--- config.mk ---
export PLATFORM = sky130hd
export DESIGN_NAME = shift_add_seq_ctrl
export DESIGN_NICKNAME = d
export VERILOG_FILES = /design/src/rtl/mult_pkg.sv /design/src/rtl/shift_add_seq_ctrl.sv
export SDC_FILE = /design/constraint.sdc
export NUM_CORES = 1
export LEC_CHECK = 0
export CAP_MARGIN = 20
export CORE_AREA = 2 2 39 41
export CTS_CLUSTER_SIZE = 24
export DETAILED_ROUTE_END_ITERATION = 12
export DIE_AREA = 0 0 41 43
export PLACE_DENSITY = 0.66
export RECOVER_POWER = 100
export SETUP_SLACK_MARGIN = 0.2
export SLEW_MARGIN = 20
export SYNTH_ARGS = -nofsm -noshare
export SYNTH_HDL_FRONTEND = slang
export SYNTH_SLANG_ARGS = --single-unit
--- constraint.sdc ---
create_clock -name clk -period 1.7 [get_ports clk]
set_clock_uncertainty 0.05 [all_clocks]
set_input_delay 0.34 -clock clk [delete_from_list [all_inputs] [get_ports clk]]
set_output_delay 0.34 -clock clk [all_outputs]
set_load 0.02 [all_outputs]
--- src/rtl/mult_pkg.sv ---
// +----------------------------------------------------------------------+
// | mult_pkg: func codes and sequencer states for the shift-add multiplier |
// | Revision: 1.0                                                          |
// +----------------------------------------------------------------------+
`default_nettype none

package mult_pkg;

  localparam logic [1:0] FUNC_HOLD   = 2'b00;
  localparam logic [1:0] FUNC_LOAD   = 2'b01;
  localparam logic [1:0] FUNC_SHIFTR = 2'b10;
  localparam logic [1:0] FUNC_RESET  = 2'b11;

  typedef enum logic [2:0] {
    IDLE  = 3'd0,
    CLR   = 3'd1,
    TEST  = 3'd2,
    ADD   = 3'd3,
    SHIFT = 3'd4,
    DONE  = 3'd5,
    ABORT = 3'd6
  } state_e;

endpackage

`default_nettype wire

--- src/rtl/shift_add_seq_ctrl.sv ---
// +----------------------------------------------------------------------+
// | shift_add_seq_ctrl: Moore sequencer issuing func codes to A/B/ACC      |
// | Revision: 1.0                                                          |
// +----------------------------------------------------------------------+
`default_nettype none

module shift_add_seq_ctrl
  import mult_pkg::*;
#(
  parameter int WIDTH      = 4,
  parameter bit EARLY_EXIT = 1'b1
) (
  input  logic       clk,
  input  logic       rst_n,
  input  logic       start,
  input  logic       abort,
  input  logic       b_lsb,
  input  logic       b_zero,
  output logic [1:0] func_a,
  output logic [1:0] func_b,
  output logic [1:0] func_acc,
  output logic       add_en,
  output logic       busy,
  output logic       done
);

  localparam int CNT_W = $clog2(WIDTH + 1);

  state_e             state_q, state_d;
  logic [CNT_W-1:0]   cnt_q, cnt_d;

  always_ff @(posedge clk or negedge rst_n) begin
    if (!rst_n) begin
      state_q <= IDLE;
      cnt_q   <= '0;
    end else begin
      state_q <= state_d;
      cnt_q   <= cnt_d;
    end
  end

  always_comb begin
    state_d = state_q;
    cnt_d   = cnt_q;
    case (state_q)
      IDLE:  if (start && !abort) state_d = CLR;
      CLR: begin
        cnt_d   = CNT_W'(WIDTH);
        state_d = TEST;
      end
      TEST: begin
        if (cnt_q == '0)                state_d = DONE;
        else if (EARLY_EXIT && b_zero)  state_d = DONE;
        else if (b_lsb)                 state_d = ADD;
        else                            state_d = SHIFT;
      end
      ADD:   state_d = SHIFT;
      SHIFT: begin
        // TEST exits before cnt reaches zero here, so this never wraps
        cnt_d   = cnt_q - CNT_W'(1);
        state_d = TEST;
      end
      DONE:  state_d = IDLE;
      ABORT: state_d = IDLE;
      default: state_d = IDLE;
    endcase
    // abort wins over every transition except out of IDLE and ABORT
    if (abort && state_q != IDLE && state_q != ABORT) state_d = ABORT;
  end

  always_comb begin
    func_a   = FUNC_HOLD;
    func_b   = FUNC_HOLD;
    func_acc = FUNC_HOLD;
    add_en   = 1'b0;
    busy     = (state_q != IDLE);
    done     = 1'b0;
    case (state_q)
      CLR: begin
        func_a   = FUNC_LOAD;
        func_b   = FUNC_LOAD;
        func_acc = FUNC_RESET;
      end
      ADD: begin
        func_acc = FUNC_LOAD;
        add_en   = 1'b1;
      end
      SHIFT: func_b = FUNC_SHIFTR;
      DONE:  done   = 1'b1;
      ABORT: begin
        func_a   = FUNC_RESET;
        func_b   = FUNC_RESET;
        func_acc = FUNC_RESET;
      end
      default: ;
    endcase
  end

endmodule

`default_nettype wire

==> results of run 1 <==
-- worst max-delay path, cell delays in order (launching register included) --
cell and delay (ns):
dfrtp_1 0.39, and3b_2 0.24, a21o_4 0.19, or2_4 0.22, buf_6 0.13
-- sequential cells by signal, summed over array words and instances (netlist names) --
name     cells
cnt_q        3
state_q      3
-- layout make-up --
cell class	count	area (um2)
fillers	129	613.1
repair buffers	32	286.5
multi-input cells	40	276.5
flip-flops and latches	6	150.1
clock buffers	3	22.52
well taps	16	20.02
inverters	4	15.01
-- metrics by stage --
| stage | worst slack, ns | hold WS (ns) |
|---|---|---|
| detailed placement | -0.2554 | 0.4273 |
| global placement | -0.2291 | 0.4328 |
| floorplan | 0.1340 | -0.005591 |
| finish | -0.1099 | 0.3509 |
| CTS | -0.1151 | 0.2802 |
| global route | -0.1531 | 0.3758 |
-- per-layer routing --
metal	share of wire (%)	vias to the layer above	track usage, %
met4	2.1	0	13.33
met5	0	-	0
li1	-	248	-
met1	40	222	17.28
met3	1.3	4	1.571
met2	56	7	24.69
-- power by group through the flow --
| stage | combinational, mW | clock [mW] | sequential [mW] |
|---|---|---|---|
| after global routing | 1.25 | 0.144 | 0.281 |
| after detailed placement | 1.03 | 0 | 0.268 |
| after floorplan | 0.631 | 0 | 0.255 |
| final | 1.15 | 0.135 | 0.267 |
| after CTS | 1.09 | 0.139 | 0.267 |
| after global placement | 1.01 | 0 | 0.266 |
-- cell usage in the layout (no fill, tap or decap) --
cell and instances:
o21ai_0 3, o22a_1 1, a32oi_1 1, and3_4 1
or2_4 1, buf_6 9, xor2_1 1, a21o_1 1
nor2_1 7, dlygate4sd3_1 1, nor3b_1 3, mux2_2 1
buf_4 18, nand2b_1 2, a211oi_1 1, clkbuf_4 3
a21oi_1 2, inv_1 3, nor3_1 2, or3_4 1
nor2b_1 2, nand2_1 2, a2bb2oi_1 1, ha_1 2
and3b_2 1, and3_1 1, dfrtp_1 6, a21o_4 1
o21ai_1 1, inv_2 1, clkdlybuf4s50_1 4, a31oi_1 1
-- Yosys cell counts --
master	n
a21o_1	2
buf_2	2
a2bb2oi_1	1
ha_1	2
nor3b_1	3
or2_1	1
o21ai_0	3
a21oi_1	2
nor2b_1	2
inv_1	4
buf_4	3
a32oi_1	1
nand2b_1	2
and3_1	2
or3_1	1
dfrtp_1	6
a31oi_1	1
mux2_2	1
a211oi_1	1
xor2_1	1
nand2_1	2
nor3_1	2
and3b_1	1
nor2_1	7
o21ai_1	1
o22a_1	1
-- cell families after synthesis --
group / Yosys count / synth area share [%]
simple gates: 23 / 27.63
compound gates: 13 / 18.78
buf+inv: 9 / 10.50
flops: 6 / 33.15
fa+ha+maj: 2 / 5.524
xor+xnor: 1 / 1.934
mux: 1 / 2.486
-- repair_timing --
action,in CTS,in global routing
buffers inserted,1,4
pin swaps,1,1
setup endpoints to repair,9,9
hold endpoints to repair,0,0
resized for setup,54,3
-- how the worst min path moves through the flow --
stage | to | startpoint | slack, ns | depth (start not counted)
finish | state_q[1] | rst_n | 0.35 | 1
detailed placement | cnt_q[0] | cnt_q[0] | 0.43 | 2
floorplan | cnt_q[0] | rst_n | -0.006 | 0
global route | state_q[0] | rst_n | 0.38 | 1
global placement | cnt_q[0] | cnt_q[0] | 0.43 | 2
CTS | state_q[1] | rst_n | 0.28 | 1
==> results.py, run 1 <==
metrics = {
    "worst_setup_path": {
        "endpoint_kind": "primary output",
        "reg2reg_to": "state_q[2]",
        "crit_start": "state_q[1]",
        "rr_worst_depth": 5,
        "cp-endpoint": "func_acc[0]",
        "rrSetupSlack_ns": 0.37,
        "r2r_start": "state_q[1]",
        "critPathRequiredTime_ns": 1.31,
        "arrival_ns": 1.42,
        "cp_max_fo": 4,
        "worstSetupPathType": "register to primary output",
        "worstSetupStartpointType": "register",
    },
    "die": {
        "die_h_um": 43,
        "dieArea_um2": 1763,
        "die_w_um": 41,
        "core_area_um2": 1384,
        "io_pins": 15,
        "rows": 14,
        "initial_core_util_pct": 32.73,
    },
    "yosys": {
        "yosys_register_bits": 6,
        "synth_area_leaders": "dfrtp_1, nor2_1, ha_1",
        "synth.largest_area_cell": "dfrtp_1",
        "syn-num-nets": 63,
        "synth_top_cell_area_share_pct": 33.15,
        "ys_types": 26,
        "syn-cell-area_um2": 452.9,
        "ys_seq_area_share_pct": 33.15,
        "syn_inst": 55,
        "synth_warnings": 0,
        "avgSynthCellArea_um2": 8.235,
    },
    "timing": {
        "setup_ws_ns": -0.1099,
        "finalSetupTns_ns": -0.3087,
        "setup_viol": 7,
        "min_period_over_period_pct": 106.5,
        "rsz0062_at_grt": "yes",
        "min_period_ns": 1.810,
        "worst_slew_pin_slew_ns": 0.2815,
        "maxSlewViolCount": 0,
        "slew_headroom_pct": 81.17,
        "max_freq_mhz": 552.5,
        "finalHoldViolCount": 0,
    },
    "clocking": {
        "cts_tree": "built",
        "clk_path_buf_depth": 2,
        "cts_root_buf": "clkbuf_4",
        "cts.clk_slew.worst_paths_ns": 0.05,
        "h-tree-depth": 1,
        "clk_latency_ns": 0.25,
        "cts_made_buffers": 3,
        "cts_hold_buf": 0,
        "cts_sinks": 6,
    },
    "cells_and_area": {
        "nNetsFinal": 95,
        "fin_cells": 101,
        "finish.utilization_pct": 55.70,
        "drive_gt1_share_pct": 43.53,
        "final_area_um2": 770.7,
        "syn2layout_area_growth_pct": 70.17,
        "num_antenna_cells": 0,
    },
    "power_and_ir_drop": {
        "ir_drop_mv": 0.7575,
        "power_density_nw_per_um2": 2014,
        "p_int_mw": 0.9335,
        "swShare_pct": 39.85,
        "seq_power_share_pct": 17.2,
        "power.leakage_nw": 0.3822,
        "pwr-share-clk_pct": 8.7,
        "total_power_mw": 1.552,
        "comb_power_share_pct": 74.1,
        "p_switching_mw": 0.6185,
    },
    "routing": {
        "antenna_left": 0,
        "drt_iter0_markers": 7,
        "avgViaCountPerCell": 4.762,
        "drcViolationCount": 0,
        "drt_wl_total_mm": 1.083,
        "routedWlPerCell_um": 10.72,
        "first_pass_iters": 4,
        "via_count": 481,
    },
    "status": {
        "status": "finished, violations left",
        "violations": "setup timing",
    },
    "run": {
        "drv_cap": 0,
    },
    "placed_design": {
        "io_buffers": 14,
        "dpl.cell_count": 93,
        "place_congestion": 0.7216,
        "dpl_cell_area_um2": 689.4,
        "dpl.hpwl_um": 850,
    },
    "global_route": {
        "gr-usage-all-layers_pct": 15.62,
        "antenna_found_initial": 0,
        "first_global_vias": 489,
        "grt_pass1_wl_mm": 1.849,
        "grt-ovfl-total": 0,
        "grt_max_degree": 10,
    },
    "worst_hold_path": {
        "min_path_type": "input pin to asynchronous set/reset pin",
    },
}
Note: power is estimated with default switching activity, not from simulation.
==> run 2, diff against run 1 <==
--- a/config.mk
+++ b/config.mk
@@ -13,7 +13,6 @@
 export PLACE_DENSITY = 0.66
 export RECOVER_POWER = 100
 export SETUP_SLACK_MARGIN = 0.2
-export SLEW_MARGIN = 20
 export SYNTH_ARGS = -nofsm -noshare
 export SYNTH_HDL_FRONTEND = slang
 export SYNTH_SLANG_ARGS = --single-unit
==> results of run 2 <==
The final DEF is identical to that of run 1; final timing and power are the same.
==> run 3, diff against run 2 <==
--- a/config.mk
+++ b/config.mk
@@ -5,11 +5,12 @@
 export SDC_FILE = /design/constraint.sdc
 export NUM_CORES = 1
 export LEC_CHECK = 0
-export CAP_MARGIN = 20
 export CORE_AREA = 2 2 39 41
+export CTS_BUF_LIST = sky130_fd_sc_hd__clkbuf_16
 export CTS_CLUSTER_SIZE = 24
 export DETAILED_ROUTE_END_ITERATION = 12
 export DIE_AREA = 0 0 41 43
+export GPL_ROUTABILITY_DRIVEN = 0
 export PLACE_DENSITY = 0.66
 export RECOVER_POWER = 100
 export SETUP_SLACK_MARGIN = 0.2
==> results.py, run 3 (synthesis gave the netlist of run 1 again) <==
metrics = {
    "cells_and_area": {
        "fin_cells": 99,
        "nNetsFinal": 93,
        "syn2layout_area_growth_pct": 77.62,
        "layout_common_cells": "buf_4, buf_6, nor2_1",
        "layout_commonest_cell": "buf_4",
        "drive_gt1_share_pct": 40.96,
        "num_antenna_cells": 0,
        "largestRegisters": "cnt_q: 3 flops, state_q: 3 flops",
    },
    "timing": {
        "setup_viol": 5,
        "min_period_ns": 1.792,
        "worst_slew_pin_slew_ns": 0.2645,
        "rsz0062_at_grt": "yes",
        "min_period_over_period_pct": 105.4,
        "max_freq_mhz": 557.9,
        "hold_slack_ns": 0.3642,
        "maxSlewViolCount": 0,
        "setup_ws_ns": -0.09246,
        "finalSetupTns_ns": -0.1677,
        "finalHoldViolCount": 0,
        "slew_headroom_pct": 82.31,
    },
    "worst_setup_path": {
        "worstSetupPathDepth": 4,
        "cp-endpoint": "func_acc[0]",
        "slowest_delay_ns": 0.39,
        "rr_worst_depth": 5,
        "crit_path_top_delay_cell": "dfrtp_1",
        "path_cells": "and3b_2 -> a21o_4 -> or2_4 -> buf_6",
        "crit_start": "state_q[1]",
        "critPathRequiredTime_ns": 1.31,
        "path_delay_family": "simple AND/OR/NAND/NOR gates",
        "reg2reg_to": "state_q[2]",
        "rrSetupSlack_ns": 0.37,
        "r2r_start": "state_q[1]",
        "worstSetupPathType": "register to primary output",
        "cp_max_fo": 4,
        "crit_buf_inv": 1,
        "worstSetupStartpointType": "register",
        "endpoint_kind": "primary output",
        "arrival_ns": 1.40,
    },
    "routing": {
        "routedWlPerCell_um": 11.02,
        "avgViaCountPerCell": 4.848,
        "drt_wl_total_mm": 1.091,
        "drcViolationCount": 0,
        "via_count": 480,
        "first_pass_iters": 4,
        "antenna_left": 0,
        "drt_iter0_markers": 9,
    },
    "run": {
        "drv_cap": 0,
    },
    "die": {
        "die_w_um": 41,
        "io_pins": 15,
        "rows": 14,
        "die_h_um": 43,
        "core_area_um2": 1384,
        "dieArea_um2": 1763,
        "initial_core_util_pct": 32.73,
    },
    "global_route": {
        "grt_pass1_wl_mm": 1.883,
        "grt_max_degree": 10,
        "grt-ovfl-total": 0,
        "first_global_vias": 485,
        "gr-usage-all-layers_pct": 16.31,
        "antenna_found_initial": 0,
    },
    "clocking": {
        "cts_tree": "built",
        "clk_path_buf_depth": 2,
        "clk_latency_ns": 0.23,
        "cts.clk_slew.worst_paths_ns": 0.04,
        "cts_sinks": 6,
        "cts_root_buf": "clkbuf_16",
        "h-tree-depth": 1,
        "cts_made_buffers": 3,
        "cts_hold_buf": 0,
    },
    "placed_design": {
        "dpl.cell_count": 93,
        "dpl.hpwl_um": 850,
        "io_buffers": 14,
    },
    "status": {
        "status": "finished, violations left",
        "violations": "setup timing",
    },
    "power_and_ir_drop": {
        "power.leakage_nw": 0.3948,
        "total_power_mw": 1.771,
        "power_density_nw_per_um2": 2201,
        "ir_drop_mv": 0.9257,
    },
    "worst_hold_path": {
        "min_path_type": "input pin to asynchronous set/reset pin",
    },
}
## run 3: cell count changes in the layout (fill, tap and decap cells not counted), sizes merged
cell	previous run	this run
buf	27	25
## run 3: per-layer routing
metal,global-route usage (%),vias to the layer above,part of all wire (%)
met4,14.00,0,2.6
met2,26.25,6,52
met1,17.55,226,42
met5,0,-,0
met3,1.571,3,2.7
li1,-,245,-
## run 3: worst reg2reg max path, delay by kind of cell, from the launching register on
family	cells	cell delay, ns
AND/OR/NAND/NOR	2	0.43
flip-flops	1	0.39
buffers and inverters	3	0.38
## run 3: metrics by stage
step | area, um2 | setup WS [ns] | util, %
floorplan | 464.2 | 0.1340 | -
global placement | 689.4 | -0.2291 | 49.82
detailed placement | 689.4 | -0.2554 | 49.82
CTS | 784.5 | -0.1003 | 56.69
global route | 804.5 | -0.1331 | 58.14
finish | 804.5 | -0.09246 | 58.14
## run 3: worst min-delay path by stage
stage	to	slack, ns
after floorplan	cnt_q[0]	-0.006
after global placement	cnt_q[0]	0.43
after detailed placement	cnt_q[0]	0.43
after CTS	state_q[1]	0.30
after global routing	state_q[1]	0.39
final	state_q[1]	0.36
## run 3: area by class of cell
type                            instances  area, um2
Clock buffer                            3      75.07
Fill cell                             124      579.3
Timing Repair Buffer                   30      267.8
Tap cell                               16      20.02
Inverter                                4      15.01
Multi-Input combinational cell         40      276.5
Sequential cell                         6      150.1
## run 3: timing repair
item | in CTS | in global routing
gates resized for setup | 54 | 1
hold endpoints to repair | 0 | 0
buffers inserted | 1 | 2
cloned | 0 | 0
pin swaps | 1 | 0
setup endpoints to repair | 9 | 9
## run 3: power breakdown
group	switching, mW	internal (mW)	total, mW	leakage, nW
registers	0.0548	0.214	0.269	0.0718
clock network	0.0845	0.302	0.387	0.0370
logic	0.505	0.610	1.11	0.286
